$ cat config.mk
export PLATFORM = sky130hd
export DESIGN_NAME = violation_logger_flat
export DESIGN_NICKNAME = d
export VERILOG_FILES = /design/src/rtl/violation_logger_if.sv /design/src/rtl/violation_logger.sv /design/src/flat_wrapper.sv
export SDC_FILE = /design/constraint.sdc
export NUM_CORES = 1
export LEC_CHECK = 0
export ABC_AREA = 1
export BUFFER_PORTS_ARGS = -buffer_cell sky130_fd_sc_hd__buf_2
export CAP_MARGIN = 30
export CORE_MARGIN = 10
export CORE_UTILIZATION = 60
export DETAILED_ROUTE_END_ITERATION = 8
export GPL_ROUTABILITY_DRIVEN = 0
export GPL_TIMING_DRIVEN = 0
export PLACE_DENSITY = 0.86
export SLEW_MARGIN = 20
export SYNTH_ARGS = -nofsm -noshare
export SYNTH_HDL_FRONTEND = slang
export SYNTH_SLANG_ARGS = --single-unit
$ cat constraint.sdc
create_clock -name clk -period 3.8 [get_ports clk]
set_input_delay 0.76 -clock clk [delete_from_list [all_inputs] [get_ports clk]]
set_output_delay 0.76 -clock clk [all_outputs]
set_load 0.05 [all_outputs]
$ cat src/rtl/violation_logger_if.sv
// Bundle of the sample, read-handshake and status signals of violation_logger.
// master drives the samples and read handshake; slave is the logger itself.
interface violation_logger_if #(
    parameter int TICK_BITS = 16,
    parameter int DEPTH     = 8
);
    localparam int CW = $clog2(DEPTH) + 1;

    logic                   sample_valid;
    logic [31:0]            mon_outputs;
    logic                   mon_violation;
    logic                   rd_ready;
    logic                   clear_drop;
    logic                   rd_valid;
    logic [TICK_BITS+31:0]  rd_data;
    logic [CW-1:0]          count;
    logic                   full;
    logic                   overflow;
    logic [7:0]             drop_count;

    modport master (
        output sample_valid, mon_outputs, mon_violation, rd_ready, clear_drop,
        input  rd_valid, rd_data, count, full, overflow, drop_count
    );

    modport slave (
        input  sample_valid, mon_outputs, mon_violation, rd_ready, clear_drop,
        output rd_valid, rd_data, count, full, overflow, drop_count
    );
endinterface

$ cat src/rtl/violation_logger.sv
// Timestamps monitor samples and queues violating ones in a FIFO with overflow tracking.
// Define VIOLATION_LOG_DROP_CNT_EN to implement the saturating drop counter.
module violation_logger #(
    parameter int TICK_BITS = 16,
    parameter int DEPTH     = 8
) (
    input logic               clk,
    input logic               reset,
    violation_logger_if.slave bus
);
    localparam int AW = $clog2(DEPTH);
    localparam int CW = AW + 1;
    localparam int EW = TICK_BITS + 32;

    logic [TICK_BITS-1:0] ts_q, ts_d;
    logic [AW-1:0]        wr_ptr_q, wr_ptr_d;
    logic [AW-1:0]        rd_ptr_q, rd_ptr_d;
    logic [CW-1:0]        count_q, count_d;
    logic                 overflow_q, overflow_d;
    logic [EW-1:0]        mem_q [DEPTH];

    logic full, rd_fire, wr_req, wr_fire, drop;

    assign full    = (count_q == CW'(DEPTH));
    assign rd_fire = (count_q != '0) && bus.rd_ready;
    assign wr_req  = bus.sample_valid && bus.mon_violation;
    // A read in the same cycle frees the slot that a write into a full FIFO needs.
    assign wr_fire = wr_req && (!full || rd_fire);
    assign drop    = wr_req && full && !rd_fire;

    // NOTE: every always_comb output gets a default first so no path leaves it unassigned (no latch).
    always_comb begin
        ts_d       = ts_q;
        wr_ptr_d   = wr_ptr_q;
        rd_ptr_d   = rd_ptr_q;
        count_d    = count_q;
        overflow_d = overflow_q;
        if (bus.sample_valid) ts_d = ts_q + TICK_BITS'(1);
        if (wr_fire) wr_ptr_d = wr_ptr_q + AW'(1);
        if (rd_fire) rd_ptr_d = rd_ptr_q + AW'(1);
        case ({wr_fire, rd_fire})
            2'b10:   count_d = count_q + CW'(1);
            2'b01:   count_d = count_q - CW'(1);
            default: count_d = count_q;
        endcase
        if (bus.clear_drop) overflow_d = 1'b0;
        else if (drop)      overflow_d = 1'b1;
    end

    // NOTE: state registers use non-blocking assignments so every flop samples pre-edge values.
    always_ff @(posedge clk or negedge reset) begin
        if (!reset) begin
            ts_q       <= '0;
            wr_ptr_q   <= '0;
            rd_ptr_q   <= '0;
            count_q    <= '0;
            overflow_q <= 1'b0;
        end else begin
            ts_q       <= ts_d;
            wr_ptr_q   <= wr_ptr_d;
            rd_ptr_q   <= rd_ptr_d;
            count_q    <= count_d;
            overflow_q <= overflow_d;
        end
    end

    // NOTE: storage is deliberately not reset; count_q gates visibility, so stale words are never read.
    always_ff @(posedge clk) begin
        if (wr_fire) mem_q[wr_ptr_q] <= {ts_q, bus.mon_outputs};
    end

`ifdef VIOLATION_LOG_DROP_CNT_EN
    logic [7:0] drop_cnt_q, drop_cnt_d;

    always_comb begin
        drop_cnt_d = drop_cnt_q;
        if (bus.clear_drop)                drop_cnt_d = '0;
        else if (drop && drop_cnt_q != '1) drop_cnt_d = drop_cnt_q + 8'd1;
    end

    always_ff @(posedge clk or negedge reset) begin
        if (!reset) drop_cnt_q <= '0;
        else        drop_cnt_q <= drop_cnt_d;
    end

    assign bus.drop_count = drop_cnt_q;
`else
    assign bus.drop_count = '0;
`endif

    assign bus.rd_valid = (count_q != '0);
    assign bus.rd_data  = mem_q[rd_ptr_q];
    assign bus.count    = count_q;
    assign bus.full     = full;
    assign bus.overflow = overflow_q;
endmodule

$ cat src/flat_wrapper.sv
// flat-port wrapper written by rule: the top's interface ports become plain ports
module violation_logger_flat 
#(
    parameter int TICK_BITS = 16,
    parameter int DEPTH     = 8
)
  (clk, reset, bus_sample_valid, bus_mon_outputs, bus_mon_violation, bus_rd_ready, bus_clear_drop, bus_rd_valid, bus_rd_data, bus_count, bus_full, bus_overflow, bus_drop_count);
  violation_logger_if #(.TICK_BITS(TICK_BITS), .DEPTH(DEPTH)) bus_i ();
  input logic clk;
  input logic reset;
  input wire logic [$bits(bus_i.sample_valid)-1:0] bus_sample_valid;
  input wire logic [$bits(bus_i.mon_outputs)-1:0] bus_mon_outputs;
  input wire logic [$bits(bus_i.mon_violation)-1:0] bus_mon_violation;
  input wire logic [$bits(bus_i.rd_ready)-1:0] bus_rd_ready;
  input wire logic [$bits(bus_i.clear_drop)-1:0] bus_clear_drop;
  output wire logic [$bits(bus_i.rd_valid)-1:0] bus_rd_valid;
  output wire logic [$bits(bus_i.rd_data)-1:0] bus_rd_data;
  output wire logic [$bits(bus_i.count)-1:0] bus_count;
  output wire logic [$bits(bus_i.full)-1:0] bus_full;
  output wire logic [$bits(bus_i.overflow)-1:0] bus_overflow;
  output wire logic [$bits(bus_i.drop_count)-1:0] bus_drop_count;
  assign bus_i.sample_valid = bus_sample_valid;
  assign bus_i.mon_outputs = bus_mon_outputs;
  assign bus_i.mon_violation = bus_mon_violation;
  assign bus_i.rd_ready = bus_rd_ready;
  assign bus_i.clear_drop = bus_clear_drop;
  assign bus_rd_valid = bus_i.rd_valid;
  assign bus_rd_data = bus_i.rd_data;
  assign bus_count = bus_i.count;
  assign bus_full = bus_i.full;
  assign bus_overflow = bus_i.overflow;
  assign bus_drop_count = bus_i.drop_count;
  violation_logger #(.TICK_BITS(TICK_BITS), .DEPTH(DEPTH)) u_core (.clk(clk), .reset(reset), .bus(bus_i));
endmodule
==> results of run 1 <==
[logic make-up after synthesis]
logic type,synth area share [%]
AND/OR/NAND/NOR,10.40
flip-flops,74.98
AO/OA/AOI/OAI,9.822
buffers and inverters,3.320
XOR/XNOR,1.076
adder cells (fa/ha/maj),0.3074
other,0.02304
multiplexers,0.06917
[registers in the layout, summed over array words and instances, names as in the netlist]
| signal | flops |
|---|---|
| u_core.rd_ptr_q | 3 |
| u_core.mem_q | 384 |
| u_core.wr_ptr_q | 3 |
| u_core.bus.overflow | 1 |
| u_core.bus.count | 4 |
| u_core.ts_q | 16 |
[cell usage after synthesis, drive strengths merged]
cell type  count  area, µm²
edfxtp       384      11530
clkinv         1      3.750
nand2         38      167.7
or2            2      12.52
xnor2          5      43.79
conb           1      3.750
nor2         355       1350
xor2          15      131.4
dfrtp         27      675.7
nor4           1      21.27
o22ai         48      300.3
clkbuf        35      133.9
ha             4      50.05
a31oi         49      306.5
buf           46      301.5
nor3           2      26.28
nand4          4      37.53
inv           27      101.4
o21bai         1      7.510
nand3         11      77.58
a21oi          1      5.000
mux2           1      11.26
o21ai        195      979.7
[metal layers]
layer | vias up | GRT usage, % | wire length [µm]
li1 | 4833 | - | -
met1 | 5288 | 28.35 | 14480
met2 | 694 | 41.19 | 20850
met3 | 109 | 4.410 | 4107
met4 | 0 | 9.363 | 1193
met5 | - | 0 | 0
[final timing paths]
path	to	cells past startpoint	start
hold reg to reg	u_core.bus.overflow$_DFFE_PN0P_	2	u_core.bus.overflow$_DFFE_PN0P_
max in group asynchronous	u_core.ts_q[15]$_DFFE_PN0P_	1	reset
hold / removal	u_core.bus.overflow$_DFFE_PN0P_	1	reset
setup reg to reg	u_core.mem_q[0][2]$_DFFE_PP_	7	u_core.bus.count[0]$_DFFE_PN0P_
min in group clk	u_core.bus.overflow$_DFFE_PN0P_	2	bus_clear_drop
setup / recovery	bus_rd_data[36]	8	u_core.rd_ptr_q[0]$_DFFE_PN0P_
[where the power goes]
part / total (mW) / internal, mW / switching (mW)
combinational: 6.78 / 1.68 / 5.11
clock: 3.96 / 2.35 / 1.60
sequential: 5.66 / 5.40 / 0.261
[cell type report]
| type | count | area (µm²) |
|---|---|---|
| antenna | 2 | 5.005 |
| buffer | 81 | 435.4 |
| clock buffer | 61 | 1151 |
| clock inverter | 10 | 146.4 |
| fill | 1613 | 7863 |
| inverter | 28 | 105.1 |
| multi-input combinational | 740 | 3618 |
| sequential | 411 | 12210 |
| tap | 341 | 426.7 |
| timing repair buffer | 108 | 843.3 |
[cell usage in the layout (no fill, tap or decap), types with 3 or more instances in the layout]
| cell type | netlist | layout |
|---|---|---|
| xor2_1 | 15 | 15 |
| nor2_1 | 350 | 342 |
| nand2_1 | 32 | 32 |
| buf_12 | 0 | 6 |
| buf_4 | 22 | 22 |
| bufinv_16 | 0 | 4 |
| inv_1 | 21 | 21 |
| a31oi_1 | 49 | 49 |
| buf_2 | 19 | 111 |
| clkinv_1 | 1 | 4 |
| conb_1 | 1 | 8 |
| xnor2_1 | 5 | 5 |
| clkinv_2 | 0 | 3 |
| nor2_2 | 4 | 4 |
| nor2_4 | 1 | 9 |
| nand2_2 | 4 | 4 |
| buf_16 | 0 | 9 |
| clkbuf_16 | 0 | 41 |
| ha_1 | 4 | 4 |
| clkbuf_8 | 0 | 5 |
| clkbuf_1 | 33 | 48 |
| o22ai_1 | 48 | 48 |
| o21ai_0 | 181 | 181 |
| buf_6 | 3 | 3 |
| edfxtp_1 | 384 | 384 |
| inv_2 | 6 | 6 |
| o21ai_1 | 13 | 13 |
| nand3_1 | 8 | 8 |
| dfrtp_1 | 27 | 27 |
[worst max-delay path: stages, from the launching register on]
cell      delay, ns
dfrtp_1        0.47
inv_2          0.14
buf_6          0.17
clkbuf_1       0.45
o21ai_0        0.18
o22ai_1        0.16
nor2_1         0.06
a31oi_1        0.35
buf_2          0.35
==> flow_summary.ini, run 1 <==
[status]
outcome = complete, no violations

[floorplanning]
start_util_pct = 60.74
die-area_um2 = 34120
rows = 60
core_um2 = 26800
die_h_um = 184.7
ioPinCount = 101
die_x_um = 184.7

[placement]
pre_cts_slack_ns = 0.8053
dp.final_hpwl_mm = 25.36
io_buffers = 92
placed_area_um2 = 17640
dp.cells = 1709

[cts]
cts_sinks = 411
post-cts-setup-buffers = 0
ctsResizeCount = 0
htreeDepth = 2
clkTransAtPathRegs_ns = 0.06
root_buffer = clkbuf_16
cts_buffers = 40
cts_buffer_depth = 3
ctsHoldBuffers = 0
clk_latency_ns = 0.54
cts_tree = yes

[critical_path]
critical_path_required_ns = 3.04
arrival_ns = 2.86
crit_type = register to output pin
critPathLaunchType = register
crit_fanout = 10
rrSetupSlack_ns = 1.33
end_kind = output pin

[pwr]
p_leak_nw = 6.632
finalPower_mw = 16.40
power_density_nw_per_um2 = 866.2
max-vdd-ir-drop_uv = 661.8

[route]
via_per_inst = 6.130
avgRoutedWirePerCell_um = 22.80
antenna_left = 0
drc = 0
wl_mm = 40.64
vias = 10920
first_iter_violations = 1376
first_pass_iters = 5

[timing]
post-route-period-util_pct = 95.39
setup_violations = 0
whs_ns = 0.2664
drv_slew = 0
worst_slack_ns = 0.1753
final_hold_viol_count = 0
rsz0062_at_grt = no
fin_crit_ns = 3.625
tightest_slew_ns = 0.6969
fin_tns_setup_ns = 0
max_freq_mhz = 275.9
relSlewSlack_pct = 53.54
fin_skew_ns = 0.01272

[synth]
syn_area_um2 = 16280
synth_cell_types = 39
synth_area_per_cell_um2 = 12.99
syn_inst = 1253
ys_warn_count = 0
ys_ff_latch = 411
yosysSeqAreaShare_pct = 74.98

[layout]
layout.nets = 1452
area_delta_synth_final_pct = 16.33
stdcell_count = 1782
layout-drive-gt1-share_pct = 16.89
fin_util_pct = 70.66
design_area_um2 = 18940

[global_routing]
grt.total_usage_pct = 23.59
grt_pass1_vias = 11020
grt_pass1_wl_mm = 61.44
antenna_found_initial = 1
grt_max_degree = 28
grt_overflow_total = 0

[flow_run]
maxCapViolCount = 0

[hold_path]
min_path_type = primary input to async pin
Power figures use the tool's default switching activity.
==> run 2, diff against run 1 <==
- BUFFER_PORTS_ARGS: -buffer_cell sky130_fd_sc_hd__buf_2 -> -buffer_cell sky130_fd_sc_hd__buf_4
- GPL_TIMING_DRIVEN: 0 -> not set
- SETUP_SLACK_MARGIN: not set -> 0.3
==> flow_summary.ini, run 2 (same netlist as run 1, synthesis figures left out) <==
[timing]
fin_skew_ns = 0.02196
setup_violations = 0
rsz0062_at_grt = no
max_freq_mhz = 295.5
relSlewSlack_pct = 44.61
whs_ns = 0.1452
drv_slew = 0
tightest_slew_ns = 0.8288
fin_crit_ns = 3.384
final_hold_viol_count = 0
post-route-period-util_pct = 89.06

[critical_path]
regToRegEndpoint = u_core.mem_q[7][43]$_DFFE_PP_
r2r_cells = 7
arrival_ns = 2.62
crit_fanout = 58
critPathLaunchType = register
end_kind = output pin
rrSetupSlack_ns = 1.30
critical_path_required_ns = 3.04
crit_type = register to output pin
r2r-start = u_core.bus.count[0]$_DFFE_PN0P_

[global_routing]
grt_pass1_wl_mm = 55.50
grt_max_degree = 117
grt_pass1_vias = 10610
grt_overflow_total = 0
grt.total_usage_pct = 20.89
antenna_found_initial = 0

[placement]
dp.final_hpwl_mm = 19.10
io_buffers = 92

[route]
wl_mm = 36.93
antenna_left = 0
drc = 0
via_per_inst = 6.126
avgRoutedWirePerCell_um = 21.52
vias = 10510
first_iter_violations = 1260
first_pass_iters = 5

[floorplanning]
start_util_pct = 60.74
core_um2 = 26800
die-area_um2 = 34120
rows = 60
ioPinCount = 101
die_h_um = 184.7
die_x_um = 184.7

[pwr]
switching_share_pct = 40.82
p_clk_share_pct = 24.4
intPower_mw = 9.691
max-vdd-ir-drop_uv = 715.9
seq_power_share_pct = 34.9
switchingPower_mw = 6.684
p_leak_nw = 6.534
combPwrFrac_pct = 40.8
power_density_nw_per_um2 = 870.4

[layout]
layout-drive-gt1-share_pct = 16.07
final_cell_mix = edfxtp_1 (384), nor2_1 (342), o21ai_0 (181)
largest_reg_flops = 384
area_delta_synth_final_pct = 15.56
fin_util_pct = 70.20
n_antenna_cell = 0
layout.nets = 1386
largest-register = u_core.mem_q
layout_commonest_cell = edfxtp_1

[cts]
cts_sinks = 411
cts_buffer_depth = 3
cts_tree = yes
clkTransAtPathRegs_ns = 0.06
ctsHoldBuffers = 0
cts_buffers = 40
htreeDepth = 2
clk_latency_ns = 0.54
root_buffer = clkbuf_16

[status]
outcome = complete, no violations

[hold_path]
min_path_type = primary input to async pin

[flow_run]
maxCapViolCount = 0
## run 2: final cells by class
type | instances | area (µm²)
Sequential cell | 411 | 12210
Inverter | 28 | 118.9
Fill cell | 1583 | 7988
Tap cell | 341 | 426.7
Clock buffer | 55 | 1109
Timing Repair Buffer | 123 | 1092
Multi-Input combinational cell | 740 | 3631
Clock inverter | 18 | 224.0
## run 2: repair_timing
item,CTS,global route
cloned,0,1
endpoints found under the setup margin,33,21
gates resized for setup,1,7
setup buffers,1,1
## run 2: per-layer routing
| metal | track usage [%] | share of wire [%] |
|---|---|---|
| met5 | 0 | 0 |
| met4 | 8.485 | 2.3 |
| met3 | 4.528 | 9.6 |
| met2 | 35.41 | 51 |
| met1 | 25.56 | 37 |
## run 2: worst max path at each step
stage	from	endpoint	slack, ns	cells past startpoint
after global routing	u_core.rd_ptr_q[0]$_DFFE_PN0P_	bus_rd_data[32]	0.34	7
after floorplan	u_core.bus.count[0]$_DFFE_PN0P_	u_core.mem_q[0][0]$_DFFE_PP_	-0.16	5
after global placement	u_core.rd_ptr_q[0]$_DFFE_PN0P_	bus_rd_data[35]	0.75	6
final	u_core.rd_ptr_q[0]$_DFFE_PN0P_	bus_rd_data[36]	0.42	6
after CTS	u_core.rd_ptr_q[0]$_DFFE_PN0P_	bus_rd_data[18]	0.28	7
after detailed placement	u_core.rd_ptr_q[0]$_DFFE_PN0P_	bus_rd_data[18]	0.73	7
## run 2: metrics by stage
step	worst slack, ns	instance area [µm²]	setup TNS [ns]	instances	power, mW
floorplan	-0.1613	16320	-30.97	1260	10.32
global placement	0.7500	17380	0	1640	12.00
detailed placement	0.7283	17380	0	1640	12.19
CTS	0.2832	18740	0	1714	16.26
global route	0.3379	18810	0	1716	17.08
finish	0.4159	18810	0	1716	16.38
## run 2: worst max-delay path: stages, from the launching register on
cell and delay, ns:
dfrtp_4 0.66, buf_16 0.29, o21ai_0 0.14, o22ai_1 0.20
nor2_1 0.06, a31oi_1 0.40, buf_4 0.29
## run 2: power groups by stage
stage                     clock network [mW]  logic [mW]  registers [mW]
after global routing                    4.20        7.14            5.74
after CTS                               4.01        6.55            5.70
after global placement                     0        6.20            5.79
after detailed placement                   0        6.37            5.81
final                                   3.99        6.67            5.71
after floorplan                            0        4.57            5.75
